### config.mk
export PLATFORM = sky130hd
export DESIGN_NAME = regfile_wr_sched_flat
export DESIGN_NICKNAME = d
export VERILOG_FILES = /design/src/rtl/regfile_pkg.sv /design/src/rtl/regfile_wr_sched_if.sv /design/src/rtl/regfile_wr_sched_rr_arbiter.sv /design/src/rtl/regfile_wr_sched.sv /design/src/flat_wrapper.sv
export SDC_FILE = /design/constraint.sdc
export NUM_CORES = 1
export LEC_CHECK = 0
export BUFFER_PORTS_ARGS = -buffer_cell sky130_fd_sc_hd__buf_2
export CAP_MARGIN = 40
export CELL_PAD_IN_SITES_DETAIL_PLACEMENT = 2
export CELL_PAD_IN_SITES_GLOBAL_PLACEMENT = 2
export CORE_MARGIN = 3
export CORE_UTILIZATION = 32
export CTS_CLUSTER_DIAMETER = 60
export DETAILED_ROUTE_END_ITERATION = 10
export PLACE_DENSITY_LB_ADDON = 0.05
export SLEW_MARGIN = 25
export SYNTH_ARGS = -nofsm -noshare
export SYNTH_HDL_FRONTEND = slang
export SYNTH_SLANG_ARGS = --single-unit
### constraint.sdc
create_clock -name clk -period 8.5 [get_ports clk]
set_input_delay 1.275 -clock clk [delete_from_list [all_inputs] [get_ports clk]]
set_output_delay 1.275 -clock clk [all_outputs]
set_load 0.01 [all_outputs]
### src/rtl/regfile_pkg.sv
// Shared types and sizes for the register file write-port scheduler.
package regfile_pkg;
  localparam int DATA_W   = 32;
  localparam int ADDR_W   = 5;
  localparam int NUM_REGS = 32;

  typedef logic [ADDR_W-1:0] rf_addr_t;
  typedef logic [DATA_W-1:0] rf_data_t;
  typedef logic [1:0]        rf_cnt_t;

  localparam rf_cnt_t CNT_MAX = 2'd3;
endpackage

### src/rtl/regfile_wr_sched_if.sv
// Writeback requester bus: packed per-requester valid/ready/addr/data.
interface regfile_wr_sched_if #(
  parameter int NUM_REQ = 3
) ();
  import regfile_pkg::*;

  logic [NUM_REQ-1:0]        req_valid;
  logic [NUM_REQ-1:0]        req_ready;
  logic [NUM_REQ*ADDR_W-1:0] req_addr;
  logic [NUM_REQ*DATA_W-1:0] req_data;

  modport master (output req_valid, output req_addr, output req_data, input req_ready);
  modport slave  (input req_valid, input req_addr, input req_data, output req_ready);
endinterface

### src/rtl/regfile_wr_sched_rr_arbiter.sv
// Combinational round-robin arbiter: first requester at or after ptr_i wins.
module rr_arbiter #(
  parameter int NUM_REQ = 3,
  parameter int PTR_W   = 2
) (
  input  logic [NUM_REQ-1:0] req_i,
  input  logic [PTR_W-1:0]   ptr_i,
  output logic [NUM_REQ-1:0] gnt_o,
  output logic [PTR_W-1:0]   gnt_idx_o,
  output logic               gnt_valid_o
);

  always_comb begin
    int         pos;
    logic [PTR_W-1:0] idx;
    logic       hit;
    gnt_o       = '0;
    gnt_idx_o   = '0;
    gnt_valid_o = 1'b0;
    pos         = 0;
    idx         = '0;
    hit         = 1'b0;
    for (int k = 0; k < NUM_REQ; k++) begin
      pos         = int'(ptr_i) + k;
      pos         = (pos >= NUM_REQ) ? (pos - NUM_REQ) : pos;
      idx         = PTR_W'(pos);
      hit         = !gnt_valid_o && req_i[idx];
      gnt_o[idx]  = hit;
      gnt_idx_o   = hit ? idx : gnt_idx_o;
      gnt_valid_o = gnt_valid_o | hit;
    end
  end

endmodule

### src/rtl/regfile_wr_sched.sv
// Round-robin write-port scheduler with per-register pending-write scoreboard.
// Optional feature macro: REGFILE_WR_SCHED_FWD_EN (in-flight write forwarding).
module regfile_wr_sched import regfile_pkg::*; #(
  parameter int NUM_REQ = 3
) (
  input  logic                     clk,
  input  logic                     rst,
  regfile_wr_sched_if.slave        req_if,
  input  logic                     wr_hold,
  input  logic                     rsv_valid,
  input  rf_addr_t                 rsv_addr,
  output logic                     rsv_ready,
  input  logic                     rd_en_1,
  input  logic                     rd_en_2,
  input  rf_addr_t                 rd_addr_1,
  input  rf_addr_t                 rd_addr_2,
  output logic                     stall_o,
  output logic                     rf_regwrite_ctrl,
  output rf_addr_t                 rf_write_register,
  output rf_data_t                 rf_write_data,
  output logic                     err_underflow
`ifdef REGFILE_WR_SCHED_FWD_EN
  ,
  output logic                     fwd_hit_1,
  output logic                     fwd_hit_2,
  output rf_data_t                 fwd_data_1,
  output rf_data_t                 fwd_data_2
`endif
);

  localparam int PTR_W = (NUM_REQ > 1) ? $clog2(NUM_REQ) : 1;

  logic [PTR_W-1:0]   rr_ptr_q, rr_ptr_d;
  logic [NUM_REQ-1:0] req_elig_s, gnt_s;
  logic [PTR_W-1:0]   gnt_idx_s;
  logic               gnt_valid_s;
  logic               wr_q, wr_d;
  rf_addr_t           waddr_q, waddr_d;
  rf_data_t           wdata_q, wdata_d;
  logic               err_q, err_d;
  rf_cnt_t            cnt_q [NUM_REGS];
  rf_cnt_t            cnt_d [NUM_REGS];
  logic               rsv_fire_s, uflow_s, stall_1_s, stall_2_s;

  assign req_elig_s = req_if.req_valid & {NUM_REQ{~wr_hold}};

  rr_arbiter #(.NUM_REQ(NUM_REQ), .PTR_W(PTR_W)) u_arb (
    .req_i       (req_elig_s),
    .ptr_i       (rr_ptr_q),
    .gnt_o       (gnt_s),
    .gnt_idx_o   (gnt_idx_s),
    .gnt_valid_o (gnt_valid_s)
  );

  assign req_if.req_ready = gnt_s;

  always_comb begin
    rr_ptr_d = rr_ptr_q;
    wr_d     = gnt_valid_s;
    waddr_d  = waddr_q;
    wdata_d  = wdata_q;
    if (gnt_valid_s) begin
      rr_ptr_d = (gnt_idx_s == PTR_W'(NUM_REQ - 1)) ? '0 : (gnt_idx_s + PTR_W'(1));
      waddr_d  = req_if.req_addr[gnt_idx_s*ADDR_W +: ADDR_W];
      wdata_d  = req_if.req_data[gnt_idx_s*DATA_W +: DATA_W];
    end else begin
      rr_ptr_d = rr_ptr_q;
    end
  end

  assign rsv_ready  = (cnt_q[rsv_addr] != CNT_MAX);
  assign rsv_fire_s = rsv_valid & rsv_ready;
  // A completing write against an empty count is a scheduling error, not a wrap.
  assign uflow_s    = wr_q & (cnt_q[waddr_q] == 2'd0);
  assign err_d      = err_q | uflow_s;

  always_comb begin
    logic inc_v, dec_v;
    inc_v = 1'b0;
    dec_v = 1'b0;
    for (int r = 0; r < NUM_REGS; r++) begin
      inc_v = rsv_fire_s && (rsv_addr == rf_addr_t'(r));
      dec_v = wr_q && (waddr_q == rf_addr_t'(r));
      case ({inc_v, dec_v})
        2'b10:   cnt_d[r] = cnt_q[r] + 2'd1;
        2'b01:   cnt_d[r] = (cnt_q[r] == 2'd0) ? 2'd0 : (cnt_q[r] - 2'd1);
        default: cnt_d[r] = cnt_q[r];
      endcase
    end
  end

  always_ff @(posedge clk or posedge rst) begin
    if (rst) begin
      rr_ptr_q <= '0;
      wr_q     <= 1'b0;
      waddr_q  <= '0;
      wdata_q  <= '0;
      err_q    <= 1'b0;
      for (int r = 0; r < NUM_REGS; r++) begin
        cnt_q[r] <= 2'd0;
      end
    end else begin
      rr_ptr_q <= rr_ptr_d;
      wr_q     <= wr_d;
      waddr_q  <= waddr_d;
      wdata_q  <= wdata_d;
      err_q    <= err_d;
      for (int r = 0; r < NUM_REGS; r++) begin
        cnt_q[r] <= cnt_d[r];
      end
    end
  end

`ifdef REGFILE_WR_SCHED_FWD_EN
  // Only the last outstanding write may be forwarded; older ones still stall.
  assign fwd_hit_1  = rd_en_1 & wr_q & (waddr_q == rd_addr_1) & (cnt_q[rd_addr_1] == 2'd1);
  assign fwd_hit_2  = rd_en_2 & wr_q & (waddr_q == rd_addr_2) & (cnt_q[rd_addr_2] == 2'd1);
  assign fwd_data_1 = wdata_q;
  assign fwd_data_2 = wdata_q;
  assign stall_1_s  = rd_en_1 & (cnt_q[rd_addr_1] != 2'd0) & ~fwd_hit_1;
  assign stall_2_s  = rd_en_2 & (cnt_q[rd_addr_2] != 2'd0) & ~fwd_hit_2;
`else
  assign stall_1_s  = rd_en_1 & (cnt_q[rd_addr_1] != 2'd0);
  assign stall_2_s  = rd_en_2 & (cnt_q[rd_addr_2] != 2'd0);
`endif

  assign stall_o           = stall_1_s | stall_2_s;
  assign rf_regwrite_ctrl  = wr_q;
  assign rf_write_register = waddr_q;
  assign rf_write_data     = wdata_q;
  assign err_underflow     = err_q;

endmodule

### src/flat_wrapper.sv
// flat-port wrapper written by rule: the top's interface ports become plain ports
module regfile_wr_sched_flat import regfile_pkg::*;
#(
  parameter int NUM_REQ = 3
)
  (clk, rst, wr_hold, rsv_valid, rsv_addr, rsv_ready, rd_en_1, rd_en_2, rd_addr_1, rd_addr_2, stall_o, rf_regwrite_ctrl, rf_write_register, rf_write_data, err_underflow, req_if_req_valid, req_if_req_addr, req_if_req_data, req_if_req_ready);
  regfile_wr_sched_if #(.NUM_REQ(NUM_REQ)) req_if_i ();
  input  logic clk;
  input  logic rst;
  input  logic wr_hold;
  input  logic rsv_valid;
  input  rf_addr_t rsv_addr;
  output logic rsv_ready;
  input  logic rd_en_1;
  input  logic rd_en_2;
  input  rf_addr_t rd_addr_1;
  input  rf_addr_t rd_addr_2;
  output logic stall_o;
  output logic rf_regwrite_ctrl;
  output rf_addr_t rf_write_register;
  output rf_data_t rf_write_data;
  output logic err_underflow;
  input wire logic [$bits(req_if_i.req_valid)-1:0] req_if_req_valid;
  input wire logic [$bits(req_if_i.req_addr)-1:0] req_if_req_addr;
  input wire logic [$bits(req_if_i.req_data)-1:0] req_if_req_data;
  output wire logic [$bits(req_if_i.req_ready)-1:0] req_if_req_ready;
  assign req_if_i.req_valid = req_if_req_valid;
  assign req_if_i.req_addr = req_if_req_addr;
  assign req_if_i.req_data = req_if_req_data;
  assign req_if_req_ready = req_if_i.req_ready;
  regfile_wr_sched #(.NUM_REQ(NUM_REQ)) u_core (.clk(clk), .rst(rst), .req_if(req_if_i), .wr_hold(wr_hold), .rsv_valid(rsv_valid), .rsv_addr(rsv_addr), .rsv_ready(rsv_ready), .rd_en_1(rd_en_1), .rd_en_2(rd_en_2), .rd_addr_1(rd_addr_1), .rd_addr_2(rd_addr_2), .stall_o(stall_o), .rf_regwrite_ctrl(rf_regwrite_ctrl), .rf_write_register(rf_write_register), .rf_write_data(rf_write_data), .err_underflow(err_underflow));
endmodule
==> results of run 1 <==
-- per-layer routing --
layer | global-route usage [%] | up-vias
li1 | - | 3653
met1 | 28.5 | 3881
met2 | 35.9 | 228
met3 | 5.17 | 24
met4 | 4.52 | 2
met5 | 0 | -
-- cells in the mapped netlist (3+ instances only) --
cell	number
a31oi_1	29
buf_6	5
buf_2	14
a2111oi_0	3
inv_1	42
nor2b_1	8
nor2_1	124
clkbuf_1	17
nand2b_1	13
nand2_1	130
nor3_1	22
a211oi_1	26
ha_1	100
mux2_2	30
nor3b_1	14
dfrtp_1	105
o21ai_0	63
a22oi_1	38
nand3_1	23
mux4_2	28
nor4_1	4
mux2i_1	15
a21oi_1	31
nand4b_1	4
o21ai_1	11
-- logic make-up (layout without fill, tap and decap cells) --
kind of cell / Yosys count / in the layout / share of synthesized area (%)
AOI/OAI and AO/OA: 213 / 213 / 16.2
adders and majority gates: 100 / 100 / 15.1
buffers and inverters: 84 / 246 / 4.56
DFF: 105 / 105 / 31.7
muxes: 74 / 74 / 13.6
and+or+nand+nor: 351 / 351 / 18.8
-- registers in the layout (all words and copies together) (netlist names) --
register	count
u_core.err_underflow	1
u_core.cnt_q	64
u_core.rf_regwrite_ctrl	1
u_core.rr_ptr_q	2
u_core.rf_write_data	32
u_core.rf_write_register	5
-- through the flow --
step	hold WS, ps	instance area, um^2	cells	power, mW	utilization [%]
2_1_floorplan	505	8290	927	2.19	-
3_3_place_gp	492	9430	1400	2.74	37.2
3_5_place_dp	486	9470	1402	2.81	37.4
4_1_cts	507	9790	1418	3.30	38.6
5_1_grt	519	9800	1419	3.59	38.7
6_report	508	9800	1419	3.26	38.7
-- critical path, stage by stage --
cell and delay [ps]:
buf_2 530, o21ai_0 230, mux4_2 520, mux4_2 510, inv_1 70, buf_2 120
-- final cells by class --
cell class / count / area (um^2) / area share, %
multi-input combinational: 738 / 5300 / 54.0
clock inverter: 7 / 87.6 / 0.894
sequential: 105 / 2630 / 26.8
timing repair buffer: 186 / 983 / 10.0
tap: 330 / 413 / 4.21
clock buffer: 9 / 225 / 2.30
inverter: 44 / 168 / 1.71
-- worst max path at each step --
stage | from | endpoint | slack [ps] | cells past startpoint
CTS | rsv_addr[1] | rsv_ready | 3960 | 6
floorplan | rd_addr_1[3] | stall_o | 4380 | 4
global route | rsv_addr[1] | rsv_ready | 3820 | 6
detailed placement | rsv_addr[1] | rsv_ready | 3960 | 6
global placement | rsv_addr[1] | rsv_ready | 4010 | 6
finish | rsv_addr[1] | rsv_ready | 3950 | 6
-- where the power goes --
group / switching [mW] / leakage [nW] / internal [mW]
Clock: 0.249 / 0.149 / 0.214
Combinational: 0.976 / 2.99 / 0.734
Sequential: 0.338 / 1.22 / 0.744
Total: 1.56 / 4.37 / 1.69
==> metrics.md, run 1 <==
| Metric | Value |
|---|---|
| Synthesized area per cell | `8.94 um^2` |
| Min-Delay Path Depth | `1` |
| DIE WIDTH | `167 um` |
| Vias in the first global route | `8,428` |
| Hold buffers post-CTS | `0` |
| Least-Margin Pin Slew | `711 ps` |
| PD cells | `332 nW/um^2` |
| Crit path DAT | `3270 ps` |
| ANT cells | `0` |
| HPWL Detailed | `23.4 mm` |
| Sink Count | `105` |
| M1 WL | `13.4 mm` |
| Starting Density | `32.7%` |
| Top Metal Used | `met5` |
| Met2 wire len | `14.0 mm` |
| Sequential area share after synthesis | `31.7%` |
| CP Max Fanout | `42` |
| Final GP Congestion | `0.804` |
| Syn Inst Count | `927` |
| Routed wl met3 | `1.98 mm` |
| Detailed-route DRC error count | `0` |
| Sum Neg Setup Slack | `0 ps` |
| Layout cells sized above 1 | `24.8%` |
| Placement Setup Slack | `3960 ps` |
| FFs w/ async S/R, synth | `100%` |
| Synth top area share | `31.7%` |
| DRT Wirelength | `29.7 mm` |
| Drt pass-1 iters | `5` |
| Hold Crit Class | `reg2reg` |
| Wire per inst | `20.9 um` |
| Via-to-Cell Ratio | `5.49` |
| Min-delay src | `u_core.err_underflow` |
| Tcrit/Tclk final | `53.5%` |
| Final setup skew | `15.8 ps` |
| Synth Net Count | `1,162` |
| Setup violations, final | `0` |
| H-tree Lvls | `3` |
| EDFF count, synth | `0` |
| Routed via count | `7,788` |
| RSZ-0062 raised after global routing | `false` |
| Primary FF master, synth | `dfrtp_1` |
| Cells resized by post-CTS repair | `0` |
| Crit Path Category | `in2out` |
| Max Root-Sink Buffers | `2` |
| CTS tree | `built` |
| Worst EP required | `7220 ps` |
| Clock transition at path regs | `90 ps` |
| Hold path endpoint | `u_core.err_underflow` |
| Grt total ovfl | `0` |
| # IOs | `179` |
| Leakage power | `4.37 nW` |
| Most common cell after layout, fill and taps aside | `buf_2` |
| Largest net degree at the start of global routing | `48` |
| Crit path time final | `4550 ps` |
| First-pass GRT wire length | `48.1 mm` |
| Worst R2R Path Depth | `10` |
| Cell area after synthesis | `8290 um^2` |
| Final Hold Vio Count | `0` |
| Core ar. | `25,300 um^2` |
| Peak Freq | `0.220 GHz` |
| Iteration-0 DRC count of the detailed router | `341` |
| Clock latency on the worst-skew pair | `370 ps` |
| R2R setup slack | `5390 ps` |
| Worst r2r src | `u_core.rr_ptr_q[0]` |
| Slew HR | `52.4%` |
| ANT nets after route | `0` |
| TritonCTS Buffers | `9` |
| Reg-to-reg endpoint | `u_core.rf_write_data[6]` |
| Root buf cell | `clkbuf_16` |
| NumNets Final | `1,319` |
| Area leader, netlist | `dfrtp_1` |
| Top area cells in the synthesized netlist | `dfrtp_1 (32%), ha_1 (15%), mux4_2 (7.6%), nand2_1 (5.9%), nor2_1 (5.6%)` |
| Die area | `27,900 um^2` |
| IO Port Bufs | `178` |
| Max cap viols | `0` |
| CP Launch Type | `input pin` |
| Status | `finished clean` |
| Setup bufs post-CTS | `0` |
| Total GRT Usage | `21.5%` |
| Max-slew violations | `0` |
| Commonest non-fill, non-tap cells in the layout | `buf_2 (178), nand2_1 (130), nor2_1 (123), dfrtp_1 (104), ha_1 (100)` |
| Row Count | `58` |
| Number of synthesized register bits | `105` |
| Slack of the critical path | `3950 ps` |
| Worst Setup End Kind | `primary output` |
| Worst vdd ir | `121 uV` |
| Layout Area Growth over Synthesis | `18.3%` |
| Initial antenna violation count | `1` |
| Netlist cell types | `46` |
| Ys Warns | `0` |
| Die height | `167 um` |
| Filler cells | `2,906` |
Power figures use the tool's default switching activity.
==> run 2, diff against run 1 <==
--- a/config.mk
+++ b/config.mk
@@ -10,7 +10,7 @@
 export CELL_PAD_IN_SITES_DETAIL_PLACEMENT = 2
 export CELL_PAD_IN_SITES_GLOBAL_PLACEMENT = 2
 export CORE_MARGIN = 3
-export CORE_UTILIZATION = 32
+export CORE_UTILIZATION = 30
 export CTS_CLUSTER_DIAMETER = 60
 export DETAILED_ROUTE_END_ITERATION = 10
 export PLACE_DENSITY_LB_ADDON = 0.05
==> constraint.sdc (replaced) <==
create_clock -name clk -period 4.14 [get_ports clk]
set_input_delay 0.621 -clock clk [delete_from_list [all_inputs] [get_ports clk]]
set_output_delay 0.621 -clock clk [all_outputs]
set_load 0.01 [all_outputs]
==> run 2 against run 1 <==
Compared with the run above:
- utilization decreased by 2.3 points
- clock skew increased by 3.6 ps
- sequential cell count unchanged
- global-route usage decreased by 0.94 points
- critical path type is now reg2out
- largest power group unchanged
- highest routed layer unchanged
==> metrics.md, run 2 (same netlist as run 1, synthesis figures left out) <==
| Metric | Value |
|---|---|
| Status | `finished clean` |
| Least-Margin Pin Slew | `723 ps (+11.4 ps)` |
| H-tree Lvls | `3 (unchanged)` |
| Starting Density | `30.7% (-2.1 points)` |
| First-pass GRT wire length | `47.4 mm (-1.5%)` |
| RSZ-0062 raised after global routing | `false` |
| CP Launch Type | `flop` |
| Total GRT Usage | `20.6% (-0.94 points)` |
| Seq pwr share | `32.8% (-0.4 points)` |
| Max cap viols | `0 (unchanged)` |
| CP Max Fanout | `12 (-71%)` |
| Clock network power share | `14.5% (+0.3 points)` |
| Core ar. | `27,000 um^2 (+6.7%)` |
| Peak Freq | `0.285 GHz` |
| Tcrit/Tclk final | `84.7%` |
| NumNets Final | `1,322 (+0.23%)` |
| Initial antenna violation count | `2 (+1)` |
| Largest register FFs | `64 (unchanged)` |
| Via-to-Cell Ratio | `5.39 (-1.8%)` |
| PD cells | `685 nW/um^2 (+110%)` |
| Slowest-stage cell, CP | `ha_1` |
| Clock transition at path regs | `80 ps (about the same)` |
| Worst vdd ir | `249 uV (+110%)` |
| HPWL Detailed | `23.9 mm (+2.3%)` |
| Logic gate share of total power | `52.7% (+0.2 points)` |
| Crit path DAT | `2890 ps (-380 ps)` |
| Setup bufs post-CTS | `0 (unchanged)` |
| CTS tree | `built` |
| DRT Wirelength | `30.0 mm (+0.95%)` |
| Commonest non-fill, non-tap cells in the layout | `buf_2 (178), nand2_1 (130), nor2_1 (123), dfrtp_1 (105), ha_1 (100)` |
| Cell Chain, Critical Path | `inv_1 -> ha_1 -> mux2_1 -> mux2i_1 -> nor2_1 -> nor4_1 -> inv_1 -> a21oi_1 -> buf_2` |
| Clock latency on the worst-skew pair | `380 ps (about the same)` |
| Wire per inst | `20.9 um (-0.11%)` |
| Slew HR | `51.8% (-0.61 points)` |
| Psw | `3.19 mW (+100%)` |
| Crit Path Category | `reg2out` |
| Final Hold Vio Count | `0 (unchanged)` |
| Worst EP required | `3520 ps (-3700 ps)` |
| Die area | `29,700 um^2 (+6.4%)` |
| Worst Setup End Kind | `primary output` |
| Max incr delay on CP | `480 ps (-50 ps)` |
| Routed via count | `7,727 (-0.78%)` |
| Slack of the critical path | `633 ps (-3320 ps)` |
| Grt total ovfl | `0 (unchanged)` |
| Row Count | `60 (+3.4%)` |
| Filler cells | `3,088 (+6.3%)` |
| Internal | `3.56 mW (+110%)` |
| Setup violations, final | `0 (unchanged)` |
| TritonCTS Buffers | `9 (unchanged)` |
| Max Root-Sink Buffers | `2 (unchanged)` |
| Max-slew violations | `0 (unchanged)` |
| Area occupied by multi-input gates | `5300 um^2 (unchanged)` |
| Hold buffers post-CTS | `0 (unchanged)` |
| Placement Setup Slack | `742 ps (-3220 ps)` |
| Largest net degree at the start of global routing | `81 (+69%)` |
| Root buf cell | `clkbuf_16` |
| Most common cell after layout, fill and taps aside | `buf_2` |
| Drt pass-1 iters | `4 (-1)` |
| Hold Crit Class | `in2async` |
| Cells resized by post-CTS repair | `0 (unchanged)` |
| Most flops, register | `u_core.cnt_q` |
| Crit path time final | `3510 ps` |
| Vias in the first global route | `8,449 (+0.25%)` |
| DIE WIDTH | `172 um (+3.2%)` |
| Final GP Congestion | `0.800 (-0.55%)` |
| Detailed-route DRC error count | `0 (unchanged)` |
| Sum Neg Setup Slack | `0 ps (unchanged)` |
| Leakage power | `4.39 nW (+0.55%)` |
| Seq. cell area | `2630 um^2 (about the same)` |
| # IOs | `179 (unchanged)` |
| Switching share of power | `47.3% (-0.68 points)` |
| Final setup skew | `19.4 ps (+3.61 ps)` |
| Die height | `172 um (+3.2%)` |
| Sink Count | `105 (unchanged)` |
| Iteration-0 DRC count of the detailed router | `266 (-22%)` |
| Most used cell, CP | `inv_1` |
| ANT nets after route | `0 (unchanged)` |
| IO Port Bufs | `178 (unchanged)` |
| Layout Area Growth over Synthesis | `18.8%` |
| Layout cells sized above 1 | `24.9% (+0.12 points)` |
[run 2: worst paths after layout]
kind,startpoint,to,slack [ps],cells after the start
min in group clk,req_if_req_data[56],u_core.rf_write_data[24],480,3
setup / recovery,u_core.rr_ptr_q[0],req_if_req_ready[2],630,9
hold / removal,rst,u_core.cnt_q[47],240,2
hold reg to reg,u_core.err_underflow,u_core.err_underflow,510,1
max in group asynchronous,rst,u_core.cnt_q[12],3100,3
setup reg to reg,u_core.rr_ptr_q[0],u_core.rf_write_data[24],1370,9
[run 2: per-stage QoR]
stage               hold WS (ps)  total power [mW]  utilization, %  instances  cell area [um^2]
floorplan                    505              4.50               -        927              8290
global placement             488              5.65            35.1       1413              9470
detailed placement           491              5.84            35.2       1417              9530
CTS                          250              6.86            36.4       1433              9850
global route                 272              7.41            36.4       1433              9850
finish                       239              6.75            36.4       1434              9850
[run 2: critical path, delay by kind of cell, from the launching register on]
kind	cells	cell delay, ps
mux	2	560
simple gates	2	530
fa+ha+maj	1	480
flops	1	410
buf+inv	3	370
compound gates	1	160
[run 2: cell type report]
type / instances / area share, %
well taps: 341 / 4.33
clock inverters: 7 / 0.966
flip-flops and latches: 105 / 26.7
diodes: 1 / 0.0254
inverters: 44 / 1.70
repair buffers: 189 / 10.2
clock buffers: 9 / 2.29
multi-input cells: 738 / 53.8
[run 2: per-layer routing]
metal | GRT usage [%] | up-vias | part of all wire (%)
li1 | - | 3664 | -
met1 | 27.7 | 3859 | 46
met2 | 33.8 | 185 | 46
met3 | 4.96 | 17 | 6.3
met4 | 4.55 | 2 | 1.1
met5 | 0 | - | 0.043
[run 2: power groups by stage]
stage	Combinational (mW)	Clock [mW]	Sequential (mW)
floorplan	2.45	0	2.05
global placement	3.39	0	2.26
detailed placement	3.60	0	2.24
CTS	3.63	1.01	2.22
global route	4.05	1.05	2.32
finish	3.55	0.979	2.21
